[src/rtl/ctrl_rw_pkg.sv]
// Shared types for the CAS-to-data scheduler: command codes, FSM states and
// the default-width queue entry layout.
package ctrl_rw_pkg;

  typedef enum logic [2:0] {
    NOP_R = 3'd0,
    RD_R  = 3'd1,
    WR_R  = 3'd2,
    RDA_R = 3'd3,
    WRA_R = 3'd4
  } cmd_t;

  typedef enum logic [1:0] {
    IDLE = 2'd0,
    WAIT = 2'd1,
    DATA = 2'd2
  } rw_sched_state_t;

  localparam int CAS_TS_W = 8;

  typedef struct packed {
    cmd_t                cmd;
    logic                bc4;
    logic [CAS_TS_W-1:0] due;
  } cas_entry_t;

endpackage

[src/rtl/ctrl_rw_sched_cas_due_fifo.sv]
// Synchronous FIFO of pending CAS entries; a push is accepted when full if a
// pop happens in the same cycle.
module cas_due_fifo #(
  parameter int  DEPTH = 8,
  parameter type T     = logic [7:0]
) (
  input  logic                   i_clk,
  input  logic                   i_rst,
  input  logic                   i_push,
  input  T                       i_push_data,
  input  logic                   i_pop,
  output T                       o_head,
  output logic                   o_full,
  output logic                   o_empty,
  output logic [$clog2(DEPTH):0] o_level
);
  localparam int AW = $clog2(DEPTH);

  T              r_mem [DEPTH];
  logic [AW-1:0] r_wr_ptr;
  logic [AW-1:0] r_rd_ptr;
  logic [AW:0]   r_level;
  logic          w_push;
  logic          w_pop;

  assign o_empty = (r_level == '0);
  assign o_full  = (r_level == (AW+1)'(DEPTH));
  assign o_level = r_level;
  assign o_head  = r_mem[r_rd_ptr];
  assign w_pop   = i_pop && !o_empty;
  assign w_push  = i_push && (!o_full || w_pop);

  always_ff @(posedge i_clk) begin
    if (w_push) r_mem[r_wr_ptr] <= i_push_data;
  end

  always_ff @(posedge i_clk) begin
    if (i_rst) begin
      r_wr_ptr <= '0;
      r_rd_ptr <= '0;
      r_level  <= '0;
    end else begin
      if (w_push) r_wr_ptr <= r_wr_ptr + AW'(1);
      if (w_pop)  r_rd_ptr <= r_rd_ptr + AW'(1);
      r_level <= r_level + (AW+1)'(w_push) - (AW+1)'(w_pop);
    end
  end

endmodule

[src/rtl/ctrl_rw_sched.sv]
// CAS-to-data scheduler: queues each CAS with an absolute due timestamp,
// strobes data-ready when it falls due and tracks the resulting data burst.
module ctrl_rw_sched #(
  parameter int DEPTH = 8,
  parameter int TW    = 6,
  parameter int TS_W  = 8,
  parameter int BL    = 8
) (
  input  logic                     CK_t,
  input  logic                     reset,
  input  logic                     cas_rdy,
  input  logic [2:0]               cas_cmd,
  input  logic                     cas_bc4,
  input  logic [TW-1:0]            CL,
  input  logic [TW-1:0]            CWL,
  input  logic [TW-1:0]            AL,
  input  logic [TW-1:0]            RD_PRE,
  input  logic [TW-1:0]            WR_PRE,
  output logic                     rd_rdy,
  output logic                     wr_rdy,
  output logic                     rda_rdy,
  output logic                     wra_rdy,
  output logic                     burst_active,
  output logic                     rw_done,
  output logic                     data_idle,
  output logic [$clog2(DEPTH):0]   q_level,
  output logic                     q_full,
  output logic                     ovf_err,
  output logic                     late_err,
  output logic                     overlap_err
);
  import ctrl_rw_pkg::*;

  localparam int LW = $clog2(DEPTH) + 1;
  localparam int CW = $clog2(BL);

  // Same layout as cas_entry_t, with the timestamp width following TS_W.
  typedef struct packed {
    cmd_t            cmd;
    logic            bc4;
    logic [TS_W-1:0] due;
  } entry_t;

  logic [TS_W-1:0]   r_ts;
  rw_sched_state_t   r_state;
  rw_sched_state_t   w_state_nxt;
  logic [CW-1:0]     r_cnt;
  logic              r_data_idle;
  logic              r_ovf, r_late, r_ovl;

  entry_t            w_push_entry;
  entry_t            w_head;
  logic              w_full, w_empty;
  logic [LW-1:0]     w_level;
  logic              w_push_req, w_is_rd, w_pop, w_due_nxt;
  logic [TS_W-1:0]   w_age, w_age_nxt;
  logic signed [TW+1:0] w_lat, w_lat_c;

  assign w_push_req = cas_rdy && (cas_cmd == RD_R || cas_cmd == WR_R ||
                                  cas_cmd == RDA_R || cas_cmd == WRA_R);
  assign w_is_rd    = (cas_cmd == RD_R) || (cas_cmd == RDA_R);

  always_comb begin
    if (w_is_rd)
      w_lat = $signed({2'b00, CL}) + $signed({2'b00, AL}) - $signed({2'b00, RD_PRE});
    else
      w_lat = $signed({2'b00, CWL}) + $signed({2'b00, AL}) - $signed({2'b00, WR_PRE});
    w_lat_c = (w_lat < 1) ? (TW+2)'(1) : w_lat;
  end

  assign w_push_entry.cmd = cmd_t'(cas_cmd);
  assign w_push_entry.bc4 = cas_bc4;
  assign w_push_entry.due = r_ts + TS_W'($unsigned(w_lat_c));

  cas_due_fifo #(.DEPTH(DEPTH), .T(entry_t)) u_fifo (
    .i_clk       (CK_t),
    .i_rst       (reset),
    .i_push      (w_push_req),
    .i_push_data (w_push_entry),
    .i_pop       (w_pop),
    .o_head      (w_head),
    .o_full      (w_full),
    .o_empty     (w_empty),
    .o_level     (w_level)
  );

  // Modular age: MSB clear means the head's due time has arrived or passed.
  assign w_age     = r_ts - w_head.due;
  assign w_age_nxt = w_age + TS_W'(1);
  assign w_pop     = !w_empty && !w_age[TS_W-1];
  assign w_due_nxt = !w_empty && !w_age_nxt[TS_W-1];

  always_comb begin
    w_state_nxt = IDLE;
    if (w_pop || (r_cnt > CW'(1)) || (r_cnt == CW'(1) && w_due_nxt))
      w_state_nxt = DATA;
    else if (!w_empty || w_push_req)
      w_state_nxt = WAIT;
  end

  always_ff @(posedge CK_t) begin
    if (reset) begin
      r_ts        <= '0;
      r_state     <= IDLE;
      r_data_idle <= 1'b1;
      r_cnt       <= '0;
      r_ovf       <= 1'b0;
      r_late      <= 1'b0;
      r_ovl       <= 1'b0;
    end else begin
      r_ts        <= r_ts + TS_W'(1);
      r_state     <= w_state_nxt;
      r_data_idle <= (w_state_nxt == IDLE);
      if (w_pop) begin
        r_cnt <= w_head.bc4 ? CW'(1) : CW'(BL/2 - 1);
        if (r_cnt != '0)     r_ovl  <= 1'b1;
        if (w_age != '0)     r_late <= 1'b1;
      end else if (r_cnt != '0) begin
        r_cnt <= r_cnt - CW'(1);
      end
      if (w_push_req && w_full && !w_pop) r_ovf <= 1'b1;
    end
  end

  assign rd_rdy       = w_pop && (w_head.cmd == RD_R);
  assign wr_rdy       = w_pop && (w_head.cmd == WR_R);
  assign rda_rdy      = w_pop && (w_head.cmd == RDA_R);
  assign wra_rdy      = w_pop && (w_head.cmd == WRA_R);
  assign burst_active = w_pop || (r_cnt != '0);
  assign rw_done      = (r_cnt == CW'(1)) && !w_pop;
  assign data_idle    = r_data_idle;
  assign q_level      = w_level;
  assign q_full       = w_full;
  assign ovf_err      = r_ovf;
  assign late_err     = r_late;
  assign overlap_err  = r_ovl;

endmodule
[config.mk]
export PLATFORM = sky130hd
export DESIGN_NAME = ctrl_rw_sched
export DESIGN_NICKNAME = d
export VERILOG_FILES = /design/src/rtl/ctrl_rw_pkg.sv /design/src/rtl/ctrl_rw_sched_cas_due_fifo.sv /design/src/rtl/ctrl_rw_sched.sv
export SDC_FILE = /design/constraint.sdc
export NUM_CORES = 1
export LEC_CHECK = 0
export CAP_MARGIN = 20
export CORE_MARGIN = 2
export CORE_UTILIZATION = 53
export DETAILED_ROUTE_END_ITERATION = 6
export PLACE_DENSITY = 0.84
export SYNTH_ARGS = -nofsm -noshare
export SYNTH_HDL_FRONTEND = slang
export SYNTH_HIERARCHICAL = 1
export SYNTH_SLANG_ARGS = --single-unit
[constraint.sdc]
create_clock -name CK_t -period 5.8 [get_ports CK_t]
set_input_delay 1.74 -clock CK_t [delete_from_list [all_inputs] [get_ports CK_t]]
set_output_delay 1.74 -clock CK_t [all_outputs]
set_load 0.01 [all_outputs]
**Yosys cells after proc, flatten, opt, wreduce, memory -nomap -nowiden**

Memory sizes are Yosys's and may differ from the RTL's. A register that Yosys moved wholly into a read port is not among the register bits.
Cells that the tools add are included.

- Bits in registers: 25
- Memory bits (writable): 96
- Bits of input ports: 37
- Output and inout port bits: 15
- Logic and storage cells: 80
- Memories: 1

Memories:

| memory | words | bits a word | rd ports | clocked after Yosys merged registers in | wr ports | RTL line | source |
|---|---|---|---|---|---|---|---|
| u_fifo.r_mem | 8 | 12 | 1 | 1 | 1 | ctrl_rw_sched_cas_due_fifo.sv:19 | `T r_mem [DEPTH];` |

- $add $sub $neg: 13
- Order comparisons: 2
- Eq/ne operators: 10
- Multiplexer cells: 11
- Reductions and logical operators: 34

Operator list:

| operator | number |
|---|---|
| 8-bit by 1-bit adder with 8-bit output (second input constant) | 2 |
| 8-bit two-way mux | 2 |
| 7-bit by 6-bit subtractor with 8-bit output | 2 |
| 6-bit by 6-bit adder with 7-bit output | 2 |
| 1-bit logical AND | 13 |
| 3-bit by 2-bit == test with 1-bit output (second input constant) | 4 |
| 3-bit two-way mux | 4 |
| 3-bit by 1-bit == test with 1-bit output (second input constant) | 3 |
| 1-bit logical OR | 9 |
| 8-bit adder | 1 |
| 8-bit by 2-bit < comparator with 1-bit output (second input constant) | 1 |
| 8-bit nonzero test | 1 |
| 8-bit subtractor | 1 |
| 3-bit by 1-bit adder with 3-bit output (second input constant) | 2 |
| 3-bit == test (second input constant) | 2 |
| 1-bit logical NOT | 5 |
| 4-bit by 1-bit adder with 4-bit output | 1 |
| 4-bit == test (second input constant) | 1 |
| 4-bit logical NOT | 1 |
| 2-bit two-way mux | 2 |
| 2-bit AND reduction | 2 |
| 4-bit by 1-bit subtractor with 4-bit output | 1 |
| 3-bit by 1-bit greater-than comparator with 1-bit output (second input constant) | 1 |
| 1-bit two-way mux | 3 |
| 4 further kinds | 4 |

**Logic depth before layout (Yosys ltp)**

- Depth in word-level cells: 9
- Gate-level depth with buffers: 21
- Mapped depth without buffers: 21

**Hierarchy**

Netlist, hierarchy kept.

Modules (own cells, without submodules):

| module | instances | cells an instance | area an instance (um^2) | sequential area each (um^2) |
|---|---|---|---|---|
| cas_due_fifo | 1 | 232 | 4390.5 | 3143.0 |
| ctrl_rw_sched | 1 | 321 | 2549.9 | 300.3 |

**Worst setup path before layout**

Ideal clock, no wire load.

- Kind: input to register
- From: input AL[1]
- To: memory u_fifo/r_mem[0][6] in the netlist's numbering, data pin
- Setup time: 0.304 ns
- Arrival time: 5.580 ns
- Required time: 5.496 ns
- Setup slack: -0.084 ns
- Stages: 18
- Path buffers: 0
- Cell sequence: inv_1 -> fa_1 -> fa_1 -> nand2b_1 -> a21oi_1 -> mux2_2 -> o41ai_1 -> nor4_1 -> ha_1 -> nand3b_1 -> ha_1 -> inv_1 -> fa_1 -> nor2b_1 -> o21ai_0 -> a21boi_0 -> or4_1 -> nand3_1

RTL lines:

| what | RTL line | source |
|---|---|---|
| start, declared | ctrl_rw_sched.sv:16 | `input logic [TW-1:0] AL,` |
| end, declared | ctrl_rw_sched_cas_due_fifo.sv:19 |  |

==> impl_results.md <==
- Status: complete, no violations
- Peak supply drop: 202 uV
- Worst slack at placement: -0.772 ns
- Initial Utilization: 54.6%
- Die Area: 14000 um2
- Max Clock Freq: 175 MHz
- Net count, final: between 700 and 800
- Syn Nets: approximately 650
- Initial antenna violation count: 0
- Async set-reset flop share out of synthesis: 0%
- DR DRC count: 0
- Synth Flop Type: edfxtp_1
- MaxCap Viol Count: 0
- Final instance area: 9200 um2
- Delay-heaviest family, CP: adder cells
- Power Density: 384 nW/um2
- Setup tns final: 0 ns
- Row Count: 41
- Vias post-DR: 5258
- Area grow syn2layout: 32.5%
- Seq/Total Area, Yosys: 49.6%
- FF+latch count, synth: 124
- N_diodes: 0
- Critical-path cell list: dlygate4sd2_1 > inv_1 > fa_1 > fa_2 > nand2b_4 > a21oi_2 > mux2_4 > o41ai_4 > nor4_2 > ha_1 > nand3b_1 > buf_4 > buf_4 > fa_2 > nor2b_2 > o21ai_2 > a21boi_2 > buf_4 > nor2_1 > buf_4
- Finished Layout Cells: 868
- Fin crit period: 5.72 ns
- Number of primary I/O pins: 52
- Largest stage delay on the critical path: approximately 0.55 ns
- Fraction of layout cells with a size suffix above 1: 34.8%
- Max-slew headroom: 25.7%
- Chip Height: 118 um
- Slowest cell on the critical path: fa_1
- CTS root buffer: clkbuf_16
- Cells on Worst Hold Path: 1
- First-pass iteration count of the detailed router: 5
- Setup violators final: 0
- Static leakage: approximately 3.6 nW
- Post-synth EDFFs: 96
- Buf/Inv on CP: 6
- Gpl congestion: between 0.8 and 0.9
- Worst-margin pin slew: 1.11 ns
- Crit Path Max Fanout: 8
- Cells after DPL: 815
- Vias per Instance: 6.06
- Wirelength per Cell: 20.8 um
- Worst setup SP type: input port
- Clk_skew: about 0.0083 ns
- DRT Wirelength: roughly 18 mm
- Cell area after synthesis: roughly 6900 um2
- Synth cell types: slightly below 70
- Final core utilization: between 70% and 80%
- Crit path kind: in -> reg
- Worst path depth: 20
- Clk slew on worst S/H paths: 0.05 ns
- 1st-iter DRT viols: 418
- Hold_buf cts: 0
- First-pass GRT wire length: 26.7 mm
- Die Wd: approximately 120 um
- Crit end category: register
- Cell count after synthesis: 553
- Final count of pins violating max slew: 0
- Clock sinks: 124
- Fin worst setup slack: between 0.07 and 0.08 ns
- Worst-case reg-to-reg path depth: 17
- Area after DPL: 8020 um2
- Core Box Area: between 10000 and 15000 um2
- Tot GR Track Use: 24.7%
- Worst skew pair latency: 0.41 ns
- Tot Pwr: 3.53 mW
- HP Class: reg -> reg
- WP data required: 5.96 ns
- Max Root-Sink Buffers: 2
- Worst EP arrival: 5.88 ns
- Htree depth: 4
- Hold slack: 0.488 ns
- Total gr overflow: 0
- Pin count of the biggest net entering global routing: 30
- Crit share post-route: 98.6%
- Vias in the first global route: 5265
- Antenna-violating nets left: 0
- Hpwl dp: about 11 mm
- Num CTS Buffers: 17
- Most used cell, CP: buf_4
- Mapped Avg Cell Area: 12.6 um2
- # port buffers: 51
- TritonCTS clock tree: built
- Fin. Hold Viols: 0
- Synth Warn #: 6
-- layer usage --
metal,vias to the layer above,GRT usage (%),part of all wire (%),wire length (um)
met5,-,0,0,0
met4,0,9.60,4.5,811
met3,68,5.45,6.3,1140
met2,280,45.7,53,9620
met1,2593,27.5,36,6460
li1,2317,-,-,-
-- path summary, 6_finish.rpt --
| kind | endpoint | slack [ns] | from |
|---|---|---|---|
| max | u_fifo/r_mem[2][4] | 0.08 | CL[1] |
| min | ovf_err | 0.49 | ovf_err |
| max reg2reg | u_fifo/o_level[2] | 1.36 | register |
| min reg2reg | ovf_err | 0.49 | ovf_err |
-- timing repair --
action / 4_1_cts / 5_1_grt
cloned: 0 / 2
setup buffers: 10 / 9
pin swaps: 34 / 38
setup endpoints to repair: 41 / 44
gates resized for setup: 67 / 55
-- where the power goes --
group	internal (mW)	switching, mW	leakage, nW
clock network	0.713	0.368	0.288
logic	0.633	0.666	2.23
registers	1.08	0.0629	1.10
total	2.43	1.10	3.62
-- cells in the mapped netlist, drive strengths merged, types with 2 or more instances --
library cell,n,area share [%]
edfxtp,96,42
inv,67,3.6
ha,40,7.2
nor2,35,1.9
dfxtp,28,8.1
mux4,24,7.8
nand2,20,1.1
mux2,16,2.6
o21ai,16,1.2
fa,15,4.3
a21oi,14,1.0
nor3,13,0.94
nor2b,12,1.1
nand3,11,0.79
xnor2,11,1.4
mux2i,10,1.6
xor2,10,1.3
and3,9,0.85
buf,9,1.1
nand2b,8,0.72
nor3b,8,0.87
clkbuf,7,0.38
nor4b,7,0.88
nor4,6,0.54
nand3b,5,0.54
a211oi,4,0.43
a21o,4,0.47
and2b,3,0.36
nand4,3,0.27
or2,3,0.27
a221oi,2,0.25
a22o,2,0.27
a41oi,2,0.25
o2111ai,2,0.25
o211ai,2,0.22
o21bai,2,0.22
o221ai,2,0.34
o22ai,2,0.18
o41ai,2,0.25
or3,2,0.18
or3b,2,0.25
or4,2,0.22
-- registers in the layout, summed over array words and instances (netlist names), named ones only --
name,flops
late_err,1
overlap_err,1
r_ts,8
u_fifo/r_rd_ptr,3
r_cnt,3
u_fifo/r_wr_ptr,3
u_fifo/o_level,4
u_fifo/r_mem,96
data_idle,1
ovf_err,1
-- cells in the final DEF, fill, tap and decap left out, types with 4 or more instances in the layout --
cell type / instances
nor2_1: 31
nand2b_1: 7
mux2_2: 14
xnor2_1: 8
mux4_2: 24
clkdlybuf4s50_1: 26
and3_1: 7
nor4b_1: 5
mux2i_1: 8
bufinv_16: 4
a21oi_2: 5
nor3b_1: 5
xor2_1: 10
nor3_1: 13
nand2_1: 20
dlymetal6s2s_1: 9
inv_1: 46
o21ai_0: 10
nand3b_1: 5
buf_4: 73
ha_2: 9
ha_4: 9
a21oi_1: 9
fa_2: 4
nand3_1: 10
fa_1: 11
dfxtp_1: 27
inv_2: 20
nor2b_1: 10
clkbuf_16: 18
ha_1: 22
edfxtp_1: 96
dlygate4sd2_1: 16
-- cell families after synthesis --
group	count (synthesis)	share of synthesized area, %
compound gates	66	6.69
simple gates	154	12.4
flops	124	49.6
fa+ha+maj	55	11.5
xor+xnor	21	2.65
buf+inv	83	5.08
mux	50	12.0
-- area by class of cell --
type                            count  area (um2)
Clock buffer                       19         433
Inverter                           67         254
Tap cell                          172         215
Sequential cell                   124        3440
Fill cell                         772        3530
Clock inverter                     13         174
Timing Repair Buffer              126        1110
Multi-Input combinational cell    347        3570
Power figures use the tool's default switching activity.
